<file path="config.mk">
export PLATFORM = sky130hd
export DESIGN_NAME = tile_match_core
export DESIGN_NICKNAME = d
export VERILOG_FILES = /design/src/rtl/tile_pkg.sv /design/src/rtl/show_timer.sv /design/src/rtl/tile_match_core.sv
export SDC_FILE = /design/constraint.sdc
export NUM_CORES = 1
export LEC_CHECK = 0
export BUFFER_PORTS_ARGS = -buffer_cell sky130_fd_sc_hd__buf_2
export CAP_MARGIN = 15
export CORE_MARGIN = 4
export CORE_UTILIZATION = 61
export DETAILED_ROUTE_END_ITERATION = 12
export PLACE_DENSITY = 0.93
export SLEW_MARGIN = 20
export SYNTH_ARGS = -nofsm -noshare
export SYNTH_HDL_FRONTEND = slang
export SYNTH_SLANG_ARGS = --single-unit
export TNS_END_PERCENT = 50
</file>
<file path="constraint.sdc">
create_clock -name CLOCK_50 -period 10.43 [get_ports CLOCK_50]
set_input_delay 0.5215 -clock CLOCK_50 [delete_from_list [all_inputs] [get_ports CLOCK_50]]
set_output_delay 0.5215 -clock CLOCK_50 [all_outputs]
set_load 0.01 [all_outputs]
</file>
<file path="src/rtl/tile_pkg.sv">
// rtl/tile_pkg.sv - shared encodings for the tile matching game core
// Purpose: mode output codes, play-state enumeration and the state-to-mode mapping.
package tile_pkg;

  localparam logic [1:0] MODE_MENU = 2'd0;
  localparam logic [1:0] MODE_PLAY = 2'd1;
  localparam logic [1:0] MODE_END  = 2'd2;

  typedef enum logic [2:0] {
    ST_MENU,
    ST_P_IDLE,
    ST_P_ONE,
    ST_P_SHOW,
    ST_END
  } state_e;

  function automatic logic [1:0] mode_of(input state_e s);
    case (s)
      ST_MENU: return MODE_MENU;
      ST_END:  return MODE_END;
      default: return MODE_PLAY;
    endcase
  endfunction

endpackage

</file>
<file path="src/rtl/show_timer.sv">
// rtl/show_timer.sv - loadable down counter with a done pulse
// Purpose: times the reveal period (and the blink period when blinking is built in).
// Ports: clk_i clock; reset_i sync active-high reset; load_i/load_val_i reload the count;
//        en_i counts down toward zero; done_o pulses while enabled with the count at zero.
module show_timer #(
  parameter int W = 4
) (
  input  logic         clk_i,
  input  logic         reset_i,
  input  logic         load_i,
  input  logic [W-1:0] load_val_i,
  input  logic         en_i,
  output logic         done_o
);

  logic [W-1:0] count_q, count_d;

  always_comb begin
    count_d = count_q;
    if (load_i) begin
      count_d = load_val_i;
    end else if (en_i && (count_q != '0)) begin
      count_d = count_q - 1'b1;
    end
  end

  always_ff @(posedge clk_i) begin
    if (reset_i) begin
      count_q <= '0;
    end else begin
      count_q <= count_d;
    end
  end

  assign done_o = en_i && (count_q == '0);

endmodule

</file>
<file path="src/rtl/tile_match_core.sv">
// rtl/tile_match_core.sv - memory-style tile pair matching game controller
// Purpose: menu / play / end flow, two-tile selection, timed reveal, pair scoring.
// Ports: CLOCK_50 clock; reset sync active-high; start, quit game control; sel_valid/sel_idx
//        tile selection with sel_ready handshake and sel_err reject pulse; tile_colors latched
//        at start; mode, shown, matched, moves, all_matched status outputs.
// Build option: TILE_BLINK_EN makes mismatched tiles blink during the reveal.
module tile_match_core
  import tile_pkg::*;
#(
  parameter int N_TILES     = 10,
  parameter int COLOR_W     = 3,
  parameter int SHOW_CYCLES = 25_000_000,
  parameter int SCORE_W     = 8
) (
  input  logic                         CLOCK_50,
  input  logic                         reset,
  input  logic                         start,
  input  logic                         quit,
  input  logic                         sel_valid,
  input  logic [$clog2(N_TILES)-1:0]   sel_idx,
  input  logic [N_TILES*COLOR_W-1:0]   tile_colors,
  output logic                         sel_ready,
  output logic                         sel_err,
  output logic [1:0]                   mode,
  output logic [N_TILES-1:0]           shown,
  output logic [N_TILES-1:0]           matched,
  output logic [SCORE_W-1:0]           moves,
  output logic                         all_matched
);

  localparam int IDX_W = $clog2(N_TILES);
  localparam int TW    = $clog2(SHOW_CYCLES);
  localparam logic [TW-1:0] SHOW_LOAD = TW'(SHOW_CYCLES - 1);

  state_e               state_q, state_d;
  logic [N_TILES-1:0]   matched_q, matched_d;
  logic [N_TILES-1:0]   flipped_q, flipped_d;
  logic [SCORE_W-1:0]   moves_q, moves_d;
  logic [IDX_W-1:0]     first_q, first_d;
  logic [IDX_W-1:0]     second_q, second_d;
  logic                 sel_err_q, sel_err_d;
  logic [COLOR_W-1:0]   col_q [N_TILES];

  logic                 latch_colors;
  logic                 timer_load;
  logic                 timer_done;
  logic                 in_show;
  logic                 colors_differ;
  logic [N_TILES-1:0]   sel_onehot;
  logic                 sel_bad;

  assign in_show       = (state_q == ST_P_SHOW);
  assign colors_differ = (col_q[first_q] != col_q[second_q]);

  // One-hot decode of the offered index; an all-zero result means out of range.
  always_comb begin
    sel_onehot = '0;
    for (int i = 0; i < N_TILES; i++) begin
      sel_onehot[i] = (sel_idx == IDX_W'(i));
    end
  end

  assign sel_bad = (sel_onehot == '0) || ((sel_onehot & matched_q) != '0) ||
                   ((state_q == ST_P_ONE) && (sel_idx == first_q));

  show_timer #(.W(TW)) u_show_timer (
    .clk_i      (CLOCK_50),
    .reset_i    (reset),
    .load_i     (timer_load),
    .load_val_i (SHOW_LOAD),
    .en_i       (in_show),
    .done_o     (timer_done)
  );

  always_comb begin
    state_d      = state_q;
    matched_d    = matched_q;
    flipped_d    = flipped_q;
    moves_d      = moves_q;
    first_d      = first_q;
    second_d     = second_q;
    sel_err_d    = 1'b0;
    latch_colors = 1'b0;
    timer_load   = 1'b0;
    case (state_q)
      ST_MENU: begin
        if (start) begin
          latch_colors = 1'b1;
          matched_d    = '0;
          flipped_d    = '0;
          moves_d      = '0;
          state_d      = ST_P_IDLE;
        end
      end
      ST_P_IDLE, ST_P_ONE: begin
        // quit wins over a selection offered in the same cycle
        if (quit) begin
          flipped_d = '0;
          state_d   = ST_MENU;
        end else if (sel_valid) begin
          if (sel_bad) begin
            sel_err_d = 1'b1;
          end else if (state_q == ST_P_IDLE) begin
            first_d   = sel_idx;
            flipped_d = flipped_q | sel_onehot;
            state_d   = ST_P_ONE;
          end else begin
            second_d   = sel_idx;
            flipped_d  = flipped_q | sel_onehot;
            timer_load = 1'b1;
            if (moves_q != '1) begin
              moves_d = moves_q + 1'b1;
            end
            state_d = ST_P_SHOW;
          end
        end
      end
      ST_P_SHOW: begin
        if (quit) begin
          flipped_d = '0;
          state_d   = ST_MENU;
        end else if (timer_done) begin
          flipped_d = '0;
          state_d   = ST_P_IDLE;
          if (!colors_differ) begin
            matched_d = matched_q | flipped_q;
            if (&matched_d) begin
              state_d = ST_END;
            end
          end
        end
      end
      ST_END: begin
        if (quit || start) begin
          state_d = ST_MENU;
        end
      end
      default: state_d = ST_MENU;
    endcase
  end

  always_ff @(posedge CLOCK_50) begin
    if (reset) begin
      state_q   <= ST_MENU;
      matched_q <= '0;
      flipped_q <= '0;
      moves_q   <= '0;
      first_q   <= '0;
      second_q  <= '0;
      sel_err_q <= 1'b0;
    end else begin
      state_q   <= state_d;
      matched_q <= matched_d;
      flipped_q <= flipped_d;
      moves_q   <= moves_d;
      first_q   <= first_d;
      second_q  <= second_d;
      sel_err_q <= sel_err_d;
    end
  end

  // Colour snapshot for the whole game; the live input is ignored after start.
  always_ff @(posedge CLOCK_50) begin
    if (latch_colors) begin
      for (int i = 0; i < N_TILES; i++) begin
        col_q[i] <= tile_colors[i*COLOR_W +: COLOR_W];
      end
    end
  end

`ifdef TILE_BLINK_EN
  localparam int BLINK_CYCLES = (SHOW_CYCLES / 8 > 0) ? SHOW_CYCLES / 8 : 1;
  localparam logic [TW-1:0] BLINK_LOAD = TW'(BLINK_CYCLES - 1);

  logic blink_done;
  logic blink_q, blink_d;

  show_timer #(.W(TW)) u_blink_timer (
    .clk_i      (CLOCK_50),
    .reset_i    (reset),
    .load_i     (timer_load | blink_done),
    .load_val_i (BLINK_LOAD),
    .en_i       (in_show),
    .done_o     (blink_done)
  );

  // Phase restarts "on" at every reveal, then flips on each blink period.
  always_comb begin
    blink_d = blink_q;
    if (timer_load) begin
      blink_d = 1'b1;
    end else if (blink_done) begin
      blink_d = ~blink_q;
    end
  end

  always_ff @(posedge CLOCK_50) begin
    if (reset) begin
      blink_q <= 1'b1;
    end else begin
      blink_q <= blink_d;
    end
  end

  assign shown = matched_q |
                 (flipped_q & {N_TILES{blink_q || !(in_show && colors_differ)}});
`else
  assign shown = matched_q | flipped_q;
`endif

  assign sel_ready   = (state_q == ST_P_IDLE) || (state_q == ST_P_ONE);
  assign sel_err     = sel_err_q;
  assign mode        = mode_of(state_q);
  assign matched     = matched_q;
  assign moves       = moves_q;
  assign all_matched = (state_q == ST_END);

endmodule

</file>
==> results.py, run 1 <==
metrics = {
    "synthesis": {
        "yosysWarningCount": 0,
        "ys_async_sr_fraction_pct": 0,
        "synth_area_per_cell_um2": 10.8,
        "muxShareOfSynthArea_pct": 10.6,
        "synth_top_family_by_area": "simple AND/OR/NAND/NOR gates",
        "syn_nets": 498,
        "synth_edf_count": 30,
        "netlist_instances": 456,
        "yosysSeqAreaShare_pct": 48.1,
        "synth_compound_gate_area_share_pct": 13.7,
        "yosys.area_share.simple_pct": 19.1,
        "syn-cell-area_um2": 4910,
        "synth-xor-area-share_pct": 4.46,
        "synth_adder_area_share_pct": 0.765,
        "ys_seq_elements": 103,
        "yosys.cell_types.count": 65,
        "synth_top_flop_cell": "dfxtp_1",
    },
    "placed_design": {
        "post-place-cells": 602,
        "hpwlAfterDp_um": 7590,
        "routabilityCongestion": 0.904,
        "port_buffers": 71,
        "place_ws_ns": 7.39,
    },
    "timing": {
        "layout_setup_ws_ns": 7.28,
        "worstMarginPinSlew_ns": 0.804,
        "rsz0062_at_grt": "no",
        "slew_headroom_pct": 46.1,
        "fin_setup_tns_ns": 0,
        "fin_crit_ns": 3.15,
        "slew_violations": 0,
        "fin_skew_ns": 0.0125,
        "min_period_over_period_pct": 30.2,
        "hold_viol_final": 0,
        "holdWs_ns": 0.328,
        "setup_violations": 0,
        "fmax_ghz": 0.318,
    },
    "layout": {
        "fin_cells": 618,
        "nets": 553,
        "drive_above_1_share_pct": 26.0,
        "post-route-util_pct": 71.1,
        "area_growth_pct": 12.4,
        "antenna_cells": 0,
    },
    "clocking": {
        "numCtsBuffers": 9,
        "cts_sinks": 103,
        "cts_resized": 0,
        "max-clock-path-buffers": 2,
        "clkLatencyLatePin_ns": 0.36,
        "cts-root-buf": "clkbuf_8",
        "htreeDepth": 3,
        "hold_buffers": 0,
        "cts_tree": "built",
        "cts_setup_buffers": 0,
        "clk_pin_slew_ns": 0.10,
    },
    "critical_path": {
        "reg2reg_to": "second_q[2]",
        "critPathMaxFanout": 20,
        "timing.rr.start": "state_q[1]",
        "critPathBufInv": 0,
        "cp-startpoint": "state_q[1]",
        "worstSetupEndpointType": "flop",
        "worstPathArrival_ns": 3.43,
        "crit_family": "simple AND/OR/NAND/NOR gates",
        "path_depth": 7,
        "crit_end": "second_q[2]",
        "path_cells": "or3b_1 > nor4_4 > a22oi_1 > o211ai_4 > or3_1 > nand2_1 > a21oi_1",
        "worstPathRequired_ns": 10.71,
        "slowest_stage": "dfxtp_1",
        "cp-start-kind": "flop",
        "rr_worst_depth": 7,
        "r2r_slack_ns": 7.28,
        "slowest_delay_ns": 0.65,
        "worstSetupPathType": "reg -> reg",
    },
    "route": {
        "antenna_left": 0,
        "wirelength_um": 10600,
        "drt_pass1_iterations": 5,
        "via_count": 3778,
        "via_per_inst": 6.11,
        "route.detailed.wl_per_inst_um": 17.2,
        "drc": 0,
        "drt_iter0_drc": 312,
    },
    "power_and_ir_drop": {
        "p_leak_nw": 2.09,
        "peakVddDrop_uv": 118,
        "p_per_area_nw_per_um2": 164,
    },
    "floorplan": {
        "coreArea_um2": 7770,
        "die_h_um": 97.7,
        "io_pins": 72,
        "design.die.area_um2": 9550,
        "die_w_um": 97.7,
        "num_rows": 32,
        "start_util_pct": 63.2,
    },
    "run_status": {
        "run_status": "complete, no violations",
    },
    "grt": {
        "grt-ovfl-total": 0,
        "grt_pass1_wl_um": 17900,
        "grt_max_degree": 44,
        "grt_usage_pct": 22.5,
        "grt_pass1_vias": 3676,
        "antenna_found_initial": 0,
    },
    "hold_path": {
        "hp-class": "in -> reg",
    },
    "job": {
        "maxCapViolCount": 0,
    },
}
## how the worst min path moves through the flow
stage	start	cells past startpoint	to	slack, ns
after floorplan	u_show_timer.count_q[20]	2	u_show_timer.count_q[20]	0.43
after global placement	second_q[1]	2	flop	0.44
after detailed placement	u_show_timer.count_q[20]	2	u_show_timer.count_q[20]	0.46
after CTS	tile_colors[7]	1	col_q[2][1]	0.32
after global routing	tile_colors[1]	1	col_q[0][1]	0.31
final	tile_colors[7]	1	col_q[2][1]	0.33
## sequential cells by signal, summed over array words and instances (netlist names), named ones only
name and count:
matched 10, moves 8, state_q 3, flipped_q 10, second_q 4, sel_err 1, col_q 30, u_show_timer.count_q 25
first_q 4
## report_power, final
| group | internal, W | switching (W) | leakage (nW) |
|---|---|---|---|
| logic | 0.0000585 | 0.0000896 | 1.10 |
| clock network | 0.000160 | 0.000136 | 0.120 |
| registers | 0.000440 | 0.0000208 | 0.874 |
| total | 0.000659 | 0.000247 | 2.09 |
## metrics by stage
step | power (W) | area (µm²)
2_1_floorplan | 0.000576 | 4910
3_3_place_gp | 0.000606 | 5270
3_5_place_dp | 0.000614 | 5270
4_1_cts | 0.000903 | 5520
5_1_grt | 0.000940 | 5520
6_report | 0.000906 | 5520
## synthesized netlist by cell type, drive strengths merged (4+ instances only)
cell	n	area (µm²)
nor2	27	101
nor3b	5	37.5
clkbuf	16	60.1
or2	12	75.1
edfxtp	30	901
dfxtp	73	1460
xnor2	11	96.3
nor4	4	61.3
a22o	11	96.3
and3	4	25.0
or3	8	50.1
buf	12	71.3
inv	8	30.0
o21ai	17	96.4
nand4	8	71.3
a31oi	11	68.8
mux2i	24	240
a21oi	27	135
nand2	35	131
mux2	5	56.3
xor2	14	123
nor2b	4	25.0
mux4	10	225
o41ai	4	50.1
nor3	20	128
or4	5	41.3
o31ai	6	45.0
nand3	11	55.1
## placed cells by master (no fill, tap or decap), drive strengths merged, types with 12 or more instances in the layout
master and n:
buf 72, nand2 35, o21ai 17, nor2 27, mux2i 24, edfxtp 30, or2 12, nor3 20
dfxtp 73, a21oi 27, xor2 14
## area by class of cell
class | count | area, µm²
tap | 102 | 128
sequential | 103 | 2360
clock inverter | 7 | 121
fill | 536 | 2250
inverter | 8 | 30.0
clock buffer | 9 | 124
timing repair buffer | 72 | 363
multi-input combinational | 317 | 2390
## kinds of logic (layout without fill, tap and decap cells)
group	Yosys count	in the layout
buf+inv	36	96
flops	103	103
fa+ha+maj	3	3
mux	39	39
simple gates	157	157
compound gates	93	93
xor+xnor	25	25
## worst reg2reg max path, cell delays in order, from the launching register on
cell	delay [ns]
dfxtp_1	0.65
or3b_1	0.53
nor4_4	0.40
a22oi_1	0.19
o211ai_4	0.33
or3_1	0.61
nand2_1	0.13
a21oi_1	0.22
## layer usage
metal	vias up	track usage [%]	part of all wire (%)
met5	-	0	0
met2	154	38.4	50
li1	1796	-	-
met3	15	4.24	6.7
met4	0	6.50	1.2
met1	1813	29.4	42
No activity file was read; power rests on OpenSTA's default activity.
==> inputs of run 2 (changes only) <==
--- a/config.mk
+++ b/config.mk
@@ -8,9 +8,9 @@
 export BUFFER_PORTS_ARGS = -buffer_cell sky130_fd_sc_hd__buf_2
 export CAP_MARGIN = 15
 export CORE_MARGIN = 4
-export CORE_UTILIZATION = 61
+export CORE_UTILIZATION = 57
 export DETAILED_ROUTE_END_ITERATION = 12
-export PLACE_DENSITY = 0.93
+export PLACE_DENSITY = 0.89
 export SLEW_MARGIN = 20
 export SYNTH_ARGS = -nofsm -noshare
 export SYNTH_HDL_FRONTEND = slang
==> constraint.sdc (replaced) <==
create_clock -name CLOCK_50 -period 3.14 [get_ports CLOCK_50]
set_input_delay 0.157 -clock CLOCK_50 [delete_from_list [all_inputs] [get_ports CLOCK_50]]
set_output_delay 0.157 -clock CLOCK_50 [all_outputs]
set_load 0.01 [all_outputs]
==> results.py, run 2 (synthesis results as in run 1) <==
metrics = {
    "hold_path": {
        "worst_hold_path.endpoint": "sel_err",
        "hp-class": "in -> reg",
        "hold_path_depth": 2,
        "min_from": "sel_valid",
    },
    "clocking": {
        "clkLatencyLatePin_ns": 0.37,
        "max-clock-path-buffers": 2,
        "htreeDepth": 3,
        "cts_setup_buffers": 0,
        "clk_pin_slew_ns": 0.10,
        "cts_sinks": 103,
        "cts_tree": "built",
        "numCtsBuffers": 9,
        "cts-root-buf": "clkbuf_8",
    },
    "timing": {
        "slew_violations": 0,
        "fin_setup_tns_ns": 0,
        "fin_crit_ns": 2.68,
        "fin_skew_ns": 0.0150,
        "worstMarginPinSlew_ns": 0.803,
        "slew_headroom_pct": 46.5,
        "setup_violations": 0,
        "rsz0062_at_grt": "no",
        "min_period_over_period_pct": 85.2,
        "hold_viol_final": 0,
        "fmax_ghz": 0.374,
    },
    "power_and_ir_drop": {
        "p_per_area_nw_per_um2": 510,
        "internal_power_w": 0.00215,
        "power_frac_comb_pct": 18.5,
        "seq_power_share_pct": 50.7,
        "p_leak_nw": 2.25,
        "clockPowerShare_pct": 30.8,
        "p_sw_share_pct": 27.9,
        "peakVddDrop_uv": 303,
        "switchingPower_w": 0.000832,
    },
    "grt": {
        "grt_pass1_vias": 3919,
        "grt_usage_pct": 23.5,
        "grt_pass1_wl_um": 18900,
        "grt-ovfl-total": 0,
        "antenna_found_initial": 0,
        "grt_max_degree": 44,
    },
    "placed_design": {
        "hpwlAfterDp_um": 7790,
        "port_buffers": 71,
        "routabilityCongestion": 0.901,
        "post-place-cells": 611,
    },
    "route": {
        "drc": 0,
        "drt_pass1_iterations": 5,
        "route.detailed.wl_per_inst_um": 17.4,
        "drt_iter0_drc": 261,
        "wirelength_um": 11400,
        "via_count": 3939,
        "via_per_inst": 6.00,
        "antenna_left": 0,
    },
    "layout": {
        "max_flop_register": "col_q",
        "drive_above_1_share_pct": 25.4,
        "largest_reg_flops": 30,
        "nets": 589,
        "post-route-util_pct": 70.5,
        "final_common_cell": "dfxtp_1",
        "top_regs": "col_q (30), u_show_timer.count_q (25)",
        "fin_cells": 657,
        "antenna_cells": 0,
        "area_growth_pct": 19.1,
        "mostFrequentLayoutCells": "73 x dfxtp_1, 71 x buf_2, 35 x nand2_1",
    },
    "floorplan": {
        "start_util_pct": 59.2,
        "die_h_um": 101,
        "die_w_um": 101,
        "design.die.area_um2": 10200,
        "coreArea_um2": 8300,
        "num_rows": 33,
        "io_pins": 72,
    },
    "critical_path": {
        "cp-start-kind": "flop",
        "rr_worst_depth": 7,
        "reg2reg_to": "u_show_timer.count_q[12]",
        "worstPathRequired_ns": 3.36,
        "r2r_slack_ns": 0.46,
        "critPathMaxFanout": 14,
        "worstPathArrival_ns": 2.90,
        "worstSetupEndpointType": "flop",
        "timing.rr.start": "state_q[1]",
        "worstSetupPathType": "reg -> reg",
    },
    "run_status": {
        "run_status": "complete, no violations",
    },
    "job": {
        "maxCapViolCount": 0,
    },
}
-- run 2: cell types whose count changed in the layout (fill, tap and decap cells not counted), sizes merged --
cell,delta
dlygate4sd3,+30
buf,+6
inv,+3
clkinv,-2
bufinv,-1
clkbuf,+1
clkinvlp,-1
-- run 2: per-layer routing --
layer / global-route usage [%] / vias up / routed length, µm
met2: 40.9 / 141 / 5940
met5: 0 / - / 0
met4: 9.12 / 0 / 230
li1: - / 1872 / -
met1: 28.7 / 1902 / 4520
met3: 4.64 / 24 / 729
-- run 2: per-stage QoR --
| step | hold slack [ns] | worst slack (ns) | power (W) | instance area (µm²) |
|---|---|---|---|---|
| final | 0.0918 | 0.463 | 0.00298 | 5850 |
| after global routing | 0.0877 | 0.285 | 0.00310 | 5850 |
| after CTS | 0.0779 | 0.470 | 0.00298 | 5850 |
| after detailed placement | 0.335 | 0.485 | 0.00205 | 5330 |
| after global placement | 0.333 | 0.531 | 0.00203 | 5330 |
| after floorplan | 0.256 | 0.181 | 0.00191 | 4910 |
-- run 2: critical path, stage by stage (launching register included) --
cell      delay [ns]
dfxtp_1         0.35
or3b_1          0.47
nor4_4          0.38
a22oi_1         0.18
o211ai_4        0.34
or3_1           0.49
buf_4           0.25
a31oi_1         0.08
-- run 2: worst max path at each step --
| stage | endpoint | slack [ns] | startpoint | cells past startpoint |
|---|---|---|---|---|
| 3_3_place_gp | u_show_timer.count_q[12] | 0.53 | state_q[0] | 7 |
| 6_report | u_show_timer.count_q[12] | 0.46 | state_q[1] | 7 |
| 4_1_cts | u_show_timer.count_q[12] | 0.47 | state_q[1] | 7 |
| 5_1_grt | u_show_timer.count_q[12] | 0.29 | state_q[1] | 7 |
| 3_5_place_dp | u_show_timer.count_q[13] | 0.49 | state_q[0] | 7 |
| 2_1_floorplan | matched[0] | 0.18 | state_q[0] | 5 |
-- run 2: final cells by class --
type	instances	area, µm²
fillers	562	2450
multi-input cells	317	2400
clock buffers	10	129
flip-flops and latches	103	2360
well taps	105	131
inverters	8	30.0
repair buffers	108	708
clock inverters	6	90.1
-- run 2: power groups by stage --
| stage | combinational, W | sequential (W) | clock, W |
|---|---|---|---|
| 2_1_floorplan | 0.000389 | 0.00152 | 0 |
| 3_3_place_gp | 0.000496 | 0.00154 | 0 |
| 3_5_place_dp | 0.000512 | 0.00154 | 0 |
| 4_1_cts | 0.000546 | 0.00151 | 0.000925 |
| 5_1_grt | 0.000599 | 0.00152 | 0.000982 |
| 6_report | 0.000551 | 0.00151 | 0.000920 |
-- run 2: what timing repair did --
item	4_1_cts	5_1_grt
hold endpoints to repair	30	0
hold buffers	30	0
resized for setup	0	0
